**src/rtl/multdiv_seq_pkg.sv**
```systemverilog
// Shared definitions for the iterative RV32M multiply/divide sequencer:
// funct3 opcodes, FSM state encoding, datapath width and special-case results.
package multdiv_seq_pkg;

  localparam int unsigned MD_XLEN = 32;

  localparam logic [2:0] MUL_OP    = 3'd0;
  localparam logic [2:0] MULH_OP   = 3'd1;
  localparam logic [2:0] MULHSU_OP = 3'd2;
  localparam logic [2:0] MULHU_OP  = 3'd3;
  localparam logic [2:0] DIV_OP    = 3'd4;
  localparam logic [2:0] DIVU_OP   = 3'd5;
  localparam logic [2:0] REM_OP    = 3'd6;
  localparam logic [2:0] REMU_OP   = 3'd7;

  typedef enum logic [1:0] {
    IDLE = 2'd0,
    CALC = 2'd1,
    DONE = 2'd2
  } state_e;

  localparam logic [MD_XLEN-1:0] DIV0_Q = '1;
  localparam logic [MD_XLEN-1:0] OVF_Q  = 32'h8000_0000;

  function automatic logic op_signed_a(input logic [2:0] op);
    return (op == MULH_OP) || (op == MULHSU_OP) || (op == DIV_OP) || (op == REM_OP);
  endfunction

  function automatic logic op_signed_b(input logic [2:0] op);
    return (op == MULH_OP) || (op == DIV_OP) || (op == REM_OP);
  endfunction

endpackage

```
**src/rtl/multdiv_seq_core.sv**
```systemverilog
// Multiply/divide datapath: operand capture, one shared 33-bit add/sub stepped
// by the FSM, sign fix-up and result register. MULTDIV_RESULT_REUSE_EN adds a divide result cache.
module multdiv_seq_core #(
  parameter int unsigned XLEN = 32
) (
  input  logic            clk,
  input  logic            rst_n,
  input  logic            start_i,
  input  logic            step_i,
  input  logic            last_i,
  input  logic            inval_i,
  input  logic [2:0]      op_i,
  input  logic [XLEN-1:0] operand_a_i,
  input  logic [XLEN-1:0] operand_b_i,
  output logic            short_o,
  output logic [XLEN-1:0] result_o
);
  import multdiv_seq_pkg::*;

  logic [2:0]      op_q, op_d;
  logic            neg_a_q, neg_a_d, neg_b_q, neg_b_d;
  logic [XLEN-1:0] mcand_q, mcand_d;
  logic [XLEN-1:0] hi_q, hi_d, lo_q, lo_d;
  logic [XLEN-1:0] result_q, result_d;

  logic            neg_a_in, neg_b_in, is_div_in, rem_sel_in, div0, ovf, special;
  logic [XLEN-1:0] abs_a_in, abs_b_in, special_res, short_res;
  logic            hit;
  logic [XLEN-1:0] hit_res;

  assign neg_a_in   = op_signed_a(op_i) & operand_a_i[XLEN-1];
  assign neg_b_in   = op_signed_b(op_i) & operand_b_i[XLEN-1];
  assign abs_a_in   = neg_a_in ? -operand_a_i : operand_a_i;
  assign abs_b_in   = neg_b_in ? -operand_b_i : operand_b_i;
  assign is_div_in  = op_i[2];
  assign rem_sel_in = op_i[1];
  assign div0       = is_div_in && (operand_b_i == '0);
  assign ovf        = is_div_in && !op_i[0] && (operand_a_i == OVF_Q) && (operand_b_i == '1);
  assign special    = div0 | ovf;
  assign special_res = div0 ? (rem_sel_in ? operand_a_i : DIV0_Q)
                            : (rem_sel_in ? '0 : OVF_Q);
  assign short_res  = special ? special_res : hit_res;
  assign short_o    = special | hit;

  // Divide: {hi,lo[msb]} - divisor, borrow-free carry-out means remainder >= divisor.
  logic [XLEN:0]   add_x, add_y;
  logic            add_cin;
  logic [XLEN+1:0] add_sum;
  logic            div_ge;

  always_comb begin
    add_x   = '0;
    add_y   = '0;
    add_cin = 1'b0;
    if (op_q[2]) begin
      add_x   = {hi_q, lo_q[XLEN-1]};
      add_y   = ~{1'b0, mcand_q};
      add_cin = 1'b1;
    end else begin
      add_x = {1'b0, hi_q};
      add_y = lo_q[0] ? {1'b0, mcand_q} : '0;
    end
  end

  assign add_sum = {1'b0, add_x} + {1'b0, add_y} + {{(XLEN+1){1'b0}}, add_cin};
  assign div_ge  = add_sum[XLEN+1];

  logic [XLEN-1:0]   hi_step, lo_step;
  logic [2*XLEN-1:0] product, prod_fin;
  logic [XLEN-1:0]   quo_fin, rem_fin, fin_res;
  logic              sign_diff;

  always_comb begin
    if (op_q[2]) begin
      hi_step = div_ge ? add_sum[XLEN-1:0] : add_x[XLEN-1:0];
      lo_step = {lo_q[XLEN-2:0], div_ge};
    end else begin
      hi_step = add_sum[XLEN:1];
      lo_step = {add_sum[0], lo_q[XLEN-1:1]};
    end
  end

  assign sign_diff = neg_a_q ^ neg_b_q;
  assign product   = {hi_step, lo_step};
  assign prod_fin  = sign_diff ? -product : product;
  assign quo_fin   = sign_diff ? -lo_step : lo_step;
  assign rem_fin   = neg_a_q ? -hi_step : hi_step;

  always_comb begin
    if (op_q[2])              fin_res = op_q[1] ? rem_fin : quo_fin;
    else if (op_q == MUL_OP)  fin_res = prod_fin[XLEN-1:0];
    else                      fin_res = prod_fin[2*XLEN-1:XLEN];
  end

  always_comb begin
    op_d     = op_q;
    neg_a_d  = neg_a_q;
    neg_b_d  = neg_b_q;
    mcand_d  = mcand_q;
    hi_d     = hi_q;
    lo_d     = lo_q;
    result_d = result_q;
    if (start_i) begin
      op_d    = op_i;
      neg_a_d = neg_a_in;
      neg_b_d = neg_b_in;
      mcand_d = abs_b_in;
      hi_d    = '0;
      lo_d    = abs_a_in;
      if (short_o) result_d = short_res;
    end else if (step_i) begin
      hi_d = hi_step;
      lo_d = lo_step;
      if (last_i) result_d = fin_res;
    end
  end

  always_ff @(posedge clk or negedge rst_n) begin
    if (!rst_n) begin
      op_q     <= '0;
      neg_a_q  <= 1'b0;
      neg_b_q  <= 1'b0;
      mcand_q  <= '0;
      hi_q     <= '0;
      lo_q     <= '0;
      result_q <= '0;
    end else begin
      op_q     <= op_d;
      neg_a_q  <= neg_a_d;
      neg_b_q  <= neg_b_d;
      mcand_q  <= mcand_d;
      hi_q     <= hi_d;
      lo_q     <= lo_d;
      result_q <= result_d;
    end
  end

  assign result_o = result_q;

`ifdef MULTDIV_RESULT_REUSE_EN
  logic            c_valid_q, c_signed_q;
  logic [XLEN-1:0] c_a_q, c_b_q, c_quo_q, c_rem_q;

  assign hit = is_div_in && c_valid_q && (c_signed_q == !op_i[0])
            && (operand_a_i == c_a_q) && (operand_b_i == c_b_q);
  assign hit_res = rem_sel_in ? c_rem_q : c_quo_q;

  // Tags are captured at start with valid cleared; the entry only becomes valid on completion.
  always_ff @(posedge clk or negedge rst_n) begin
    if (!rst_n) begin
      c_valid_q  <= 1'b0;
      c_signed_q <= 1'b0;
      c_a_q      <= '0;
      c_b_q      <= '0;
      c_quo_q    <= '0;
      c_rem_q    <= '0;
    end else if (inval_i) begin
      c_valid_q <= 1'b0;
    end else if (start_i && is_div_in && !short_o) begin
      c_valid_q  <= 1'b0;
      c_signed_q <= !op_i[0];
      c_a_q      <= operand_a_i;
      c_b_q      <= operand_b_i;
    end else if (step_i && last_i && op_q[2]) begin
      c_valid_q <= 1'b1;
      c_quo_q   <= quo_fin;
      c_rem_q   <= rem_fin;
    end
  end
`else
  logic unused_inval;
  assign unused_inval = inval_i;
  assign hit          = 1'b0;
  assign hit_res      = '0;
`endif

endmodule

```
**src/rtl/multdiv_seq.sv**
```systemverilog
// Iterative RV32M multiply/divide sequencer for the EX stage: IDLE/CALC/DONE FSM
// driving multdiv_seq_core. Optional divide result reuse: MULTDIV_RESULT_REUSE_EN.
module multdiv_seq #(
  parameter int unsigned XLEN  = 32,
  parameter int unsigned CNT_W = 6
) (
  input  logic            clk,
  input  logic            rst_n,
  input  logic            en_i,
  input  logic [2:0]      op_i,
  input  logic [XLEN-1:0] operand_a_i,
  input  logic [XLEN-1:0] operand_b_i,
  input  logic            ex_hold_i,
  input  logic            flush_i,
  output logic            hold_flag_o,
  output logic [XLEN-1:0] result_o,
  output logic            done_o,
  output logic            busy_o
);
  import multdiv_seq_pkg::*;

  state_e           state_q, state_d;
  logic [CNT_W-1:0] cnt_q, cnt_d;
  logic             start, step, last, inval, short_path;

  always_comb begin
    state_d = state_q;
    cnt_d   = cnt_q;
    start   = 1'b0;
    step    = 1'b0;
    last    = 1'b0;
    inval   = 1'b0;
    case (state_q)
      IDLE: begin
        if (en_i && !flush_i) begin
          start = 1'b1;
          cnt_d = '0;
          state_d = short_path ? DONE : CALC;
        end
      end
      CALC: begin
        if (flush_i) begin
          inval   = 1'b1;
          state_d = IDLE;
        end else begin
          step  = 1'b1;
          cnt_d = cnt_q + CNT_W'(1);
          if (cnt_q == CNT_W'(XLEN-1)) begin
            last    = 1'b1;
            state_d = DONE;
          end
        end
      end
      DONE: begin
        if (flush_i || !ex_hold_i) state_d = IDLE;
      end
      default: state_d = IDLE;
    endcase
  end

  always_ff @(posedge clk or negedge rst_n) begin
    if (!rst_n) begin
      state_q <= IDLE;
      cnt_q   <= '0;
    end else begin
      state_q <= state_d;
      cnt_q   <= cnt_d;
    end
  end

  multdiv_seq_core #(.XLEN(XLEN)) u_core (
    .clk        (clk),
    .rst_n      (rst_n),
    .start_i    (start),
    .step_i     (step),
    .last_i     (last),
    .inval_i    (inval),
    .op_i       (op_i),
    .operand_a_i(operand_a_i),
    .operand_b_i(operand_b_i),
    .short_o    (short_path),
    .result_o   (result_o)
  );

  // Gated by rst_n so every output reads 0 while reset is held.
  assign hold_flag_o = rst_n && !flush_i &&
                       (((state_q == IDLE) && en_i) || (state_q == CALC));
  assign done_o      = (state_q == DONE) && !flush_i;
  assign busy_o      = (state_q != IDLE);

endmodule

```
**config.mk**
```make
export PLATFORM = sky130hd
export DESIGN_NAME = multdiv_seq
export DESIGN_NICKNAME = d
export VERILOG_FILES = /design/src/rtl/multdiv_seq_pkg.sv /design/src/rtl/multdiv_seq_core.sv /design/src/rtl/multdiv_seq.sv
export SDC_FILE = /design/constraint.sdc
export NUM_CORES = 1
export LEC_CHECK = 0
export ABC_AREA = 1
export BUFFER_PORTS_ARGS = -buffer_cell sky130_fd_sc_hd__buf_2
export CAP_MARGIN = 20
export CORE_MARGIN = 2
export CORE_UTILIZATION = 30
export CTS_CLUSTER_DIAMETER = 40
export CTS_CLUSTER_SIZE = 30
export DETAILED_ROUTE_END_ITERATION = 12
export PLACE_DENSITY = 0.56
export SLEW_MARGIN = 0
export SYNTH_ARGS = -nofsm -noshare
export SYNTH_HDL_FRONTEND = slang
export SYNTH_HIERARCHICAL = 1
export SYNTH_SLANG_ARGS = --single-unit
```
**constraint.sdc**
```tcl
create_clock -name clk -period 8.2 [get_ports clk]
set_input_delay 0.82 -clock clk [delete_from_list [all_inputs] [get_ports clk]]
set_output_delay 0.82 -clock clk [all_outputs]
set_load 0.02 [all_outputs]
```
==> metrics.cfg <==
[outcome]
status = completed

[floorplan]
num_rows = 84
dieWidth_um = 234
initial_core_util = 0.303
io-pin-count = 107
die_height_um = 234
dieArea_sq_mm = 0.0548
coreArea_sq_mm = 0.0524

[logic_synthesis]
yosys_warnings = 6
synthCells = 2714
avgSynthCellArea_sq_um = 5.85
syn-cell-area_sq_mm = 0.0159
syn_nets = 2826

[timing]
rsz0062_at_grt = false
hold_violations = 0
period_minus_slack_ns = 6.02
fin_worst_skew_ns = 0.0166
fmax_ghz = 0.166
holdWs_ns = 0.305
final-setup-viol-count = 0
drv_slew = 0
timing.final.crit_share = 0.734
slew_headroom = 0.310
fin_setup_tns_ns = 0
tightestPinTransition_ns = 1.03

[setup_path]
worst_r2r_endpoint = u_core/result_o[22]$_DFFE_PN0P_
r2r_cells = 28
start_kind = flip-flop
cp_common_cell = nand2_1
slowest_delay_ns = 0.95
slowest_stage = dfrtp_4
crit_path_end = u_core/result_o[22]$_DFFE_PN0P_
r2r_start = u_core/op_q[2]$_DFFE_PN0P_
crit_family = simple AND/OR/NAND/NOR gates
worstSetupPathDepth = 28
r2r_slack_ns = 2.18
cp.arrival_ns = 6.41
endpoint_kind = flip-flop
path_class = reg -> reg
crit_buf_inv = 3
crit_start = u_core/op_q[2]$_DFFE_PN0P_
worstPathRequired_ns = 8.59
crit_fanout = 90

[drt]
routed_wirelength_um = 62900
routed_via_density = 5.09
num_vias = 17556
wl_per_cell_um = 18.2
drt_iter0_markers = 1651
drc = 0
drtPass1Iterations = 5
detail-route-antenna-nets = 0

[layout]
n_antenna_cell = 0
layout.area.seq_sq_mm = 0.00353
layout-drive-gt1-share = 0.101
nets = 2861
area_growth_pct = 10.6
fill_cells = 5957
fin_area_sq_mm = 0.0176
fin_cells = 3450
multi_input_area_sq_mm = 0.0104

[min_path]
holdCritPathClass = in -> async

[clock_network]
cts_hold_buf = 0
clkLatencyLatePin_ns = 0.47
clockBufferDepth = 2
htreeDepth = 4
cts_tree = built
cts_inserted_buffers = 17
cts_resized = 0
path_clk_slew_ns = 0.07
cts-root-buf = clkbuf_16
cts_setup_buffers = 0
clkSinkCount = 141

[place]
gp_congestion = 0.944
place_hpwl_um = 49300
dpl.cell_count = 3417
port-buffer-count = 106
placed_area_sq_mm = 0.0169

[global_route]
grt_max_degree = 91
antenna_found_initial = 0
first_global_vias = 16424
grt.total_usage = 0.230
grt_overflow = 0
grt_pass1_wl_um = 96400

[job]
cap_violations = 0

[through the flow]
stage,utilization,setup WS [ns]
2_1_floorplan,-,3.15
3_3_place_gp,0.322,1.93
3_5_place_dp,0.323,1.86
4_1_cts,0.334,1.82
5_1_grt,0.335,1.57
6_report,0.335,2.18
[layout by cell type (no fill, tap or decap), types with 28 or more instances in the layout]
| cell | instances |
|---|---|
| nand2_1 | 781 |
| inv_1 | 354 |
| nor2_1 | 286 |
| o21ai_0 | 254 |
| nand3_1 | 223 |
| dfrtp_1 | 140 |
| buf_2 | 105 |
| a21oi_1 | 93 |
| xor2_1 | 92 |
| ha_1 | 38 |
| o22ai_1 | 34 |
| nor3_1 | 30 |
| nand4_1 | 28 |
[layer usage]
metal | global-route usage | part of all wire
met1 | 0.315 | 0.45
met2 | 0.365 | 0.45
met3 | 0.0392 | 0.070
met4 | 0.0793 | 0.031
met5 | 0 | 0
[area by class of cell]
cell class | count | area share
clock buffer | 19 | 0.0258
timing repair buffer | 128 | 0.0418
sequential | 141 | 0.201
clock inverter | 13 | 0.00877
multi-input combinational | 2088 | 0.593
inverter | 373 | 0.0799
tap | 688 | 0.0490
[registers in the layout, indices dropped and copies added (netlist names)]
register         flops
u_core/hi_q         32
u_core/lo_q         32
u_core/mcand_q      32
u_core/result_o     32
cnt_q                6
u_core/op_q          3
state_q              2
u_core/neg_a_q       1
u_core/neg_b_q       1
[worst min-delay path by stage]
stage                     slack [ns]                             from                         endpoint
after global routing            0.33                            rst_n      u_core/lo_q[11]$_DFFE_PN0P_
after floorplan                 0.47       u_core/neg_b_q$_DFFE_PN0P_       u_core/neg_b_q$_DFFE_PN0P_
after detailed placement        0.46  u_core/result_o[31]$_DFFE_PN0P_  u_core/result_o[31]$_DFFE_PN0P_
after CTS                       0.30                            rst_n      u_core/lo_q[11]$_DFFE_PN0P_
final                           0.31                            rst_n      u_core/lo_q[11]$_DFFE_PN0P_
after global placement          0.47  u_core/result_o[13]$_DFFE_PN0P_  u_core/result_o[13]$_DFFE_PN0P_
Power is not shown: default switching activity piles up to over one toggle a cycle in this logic, so the estimate is an artifact.
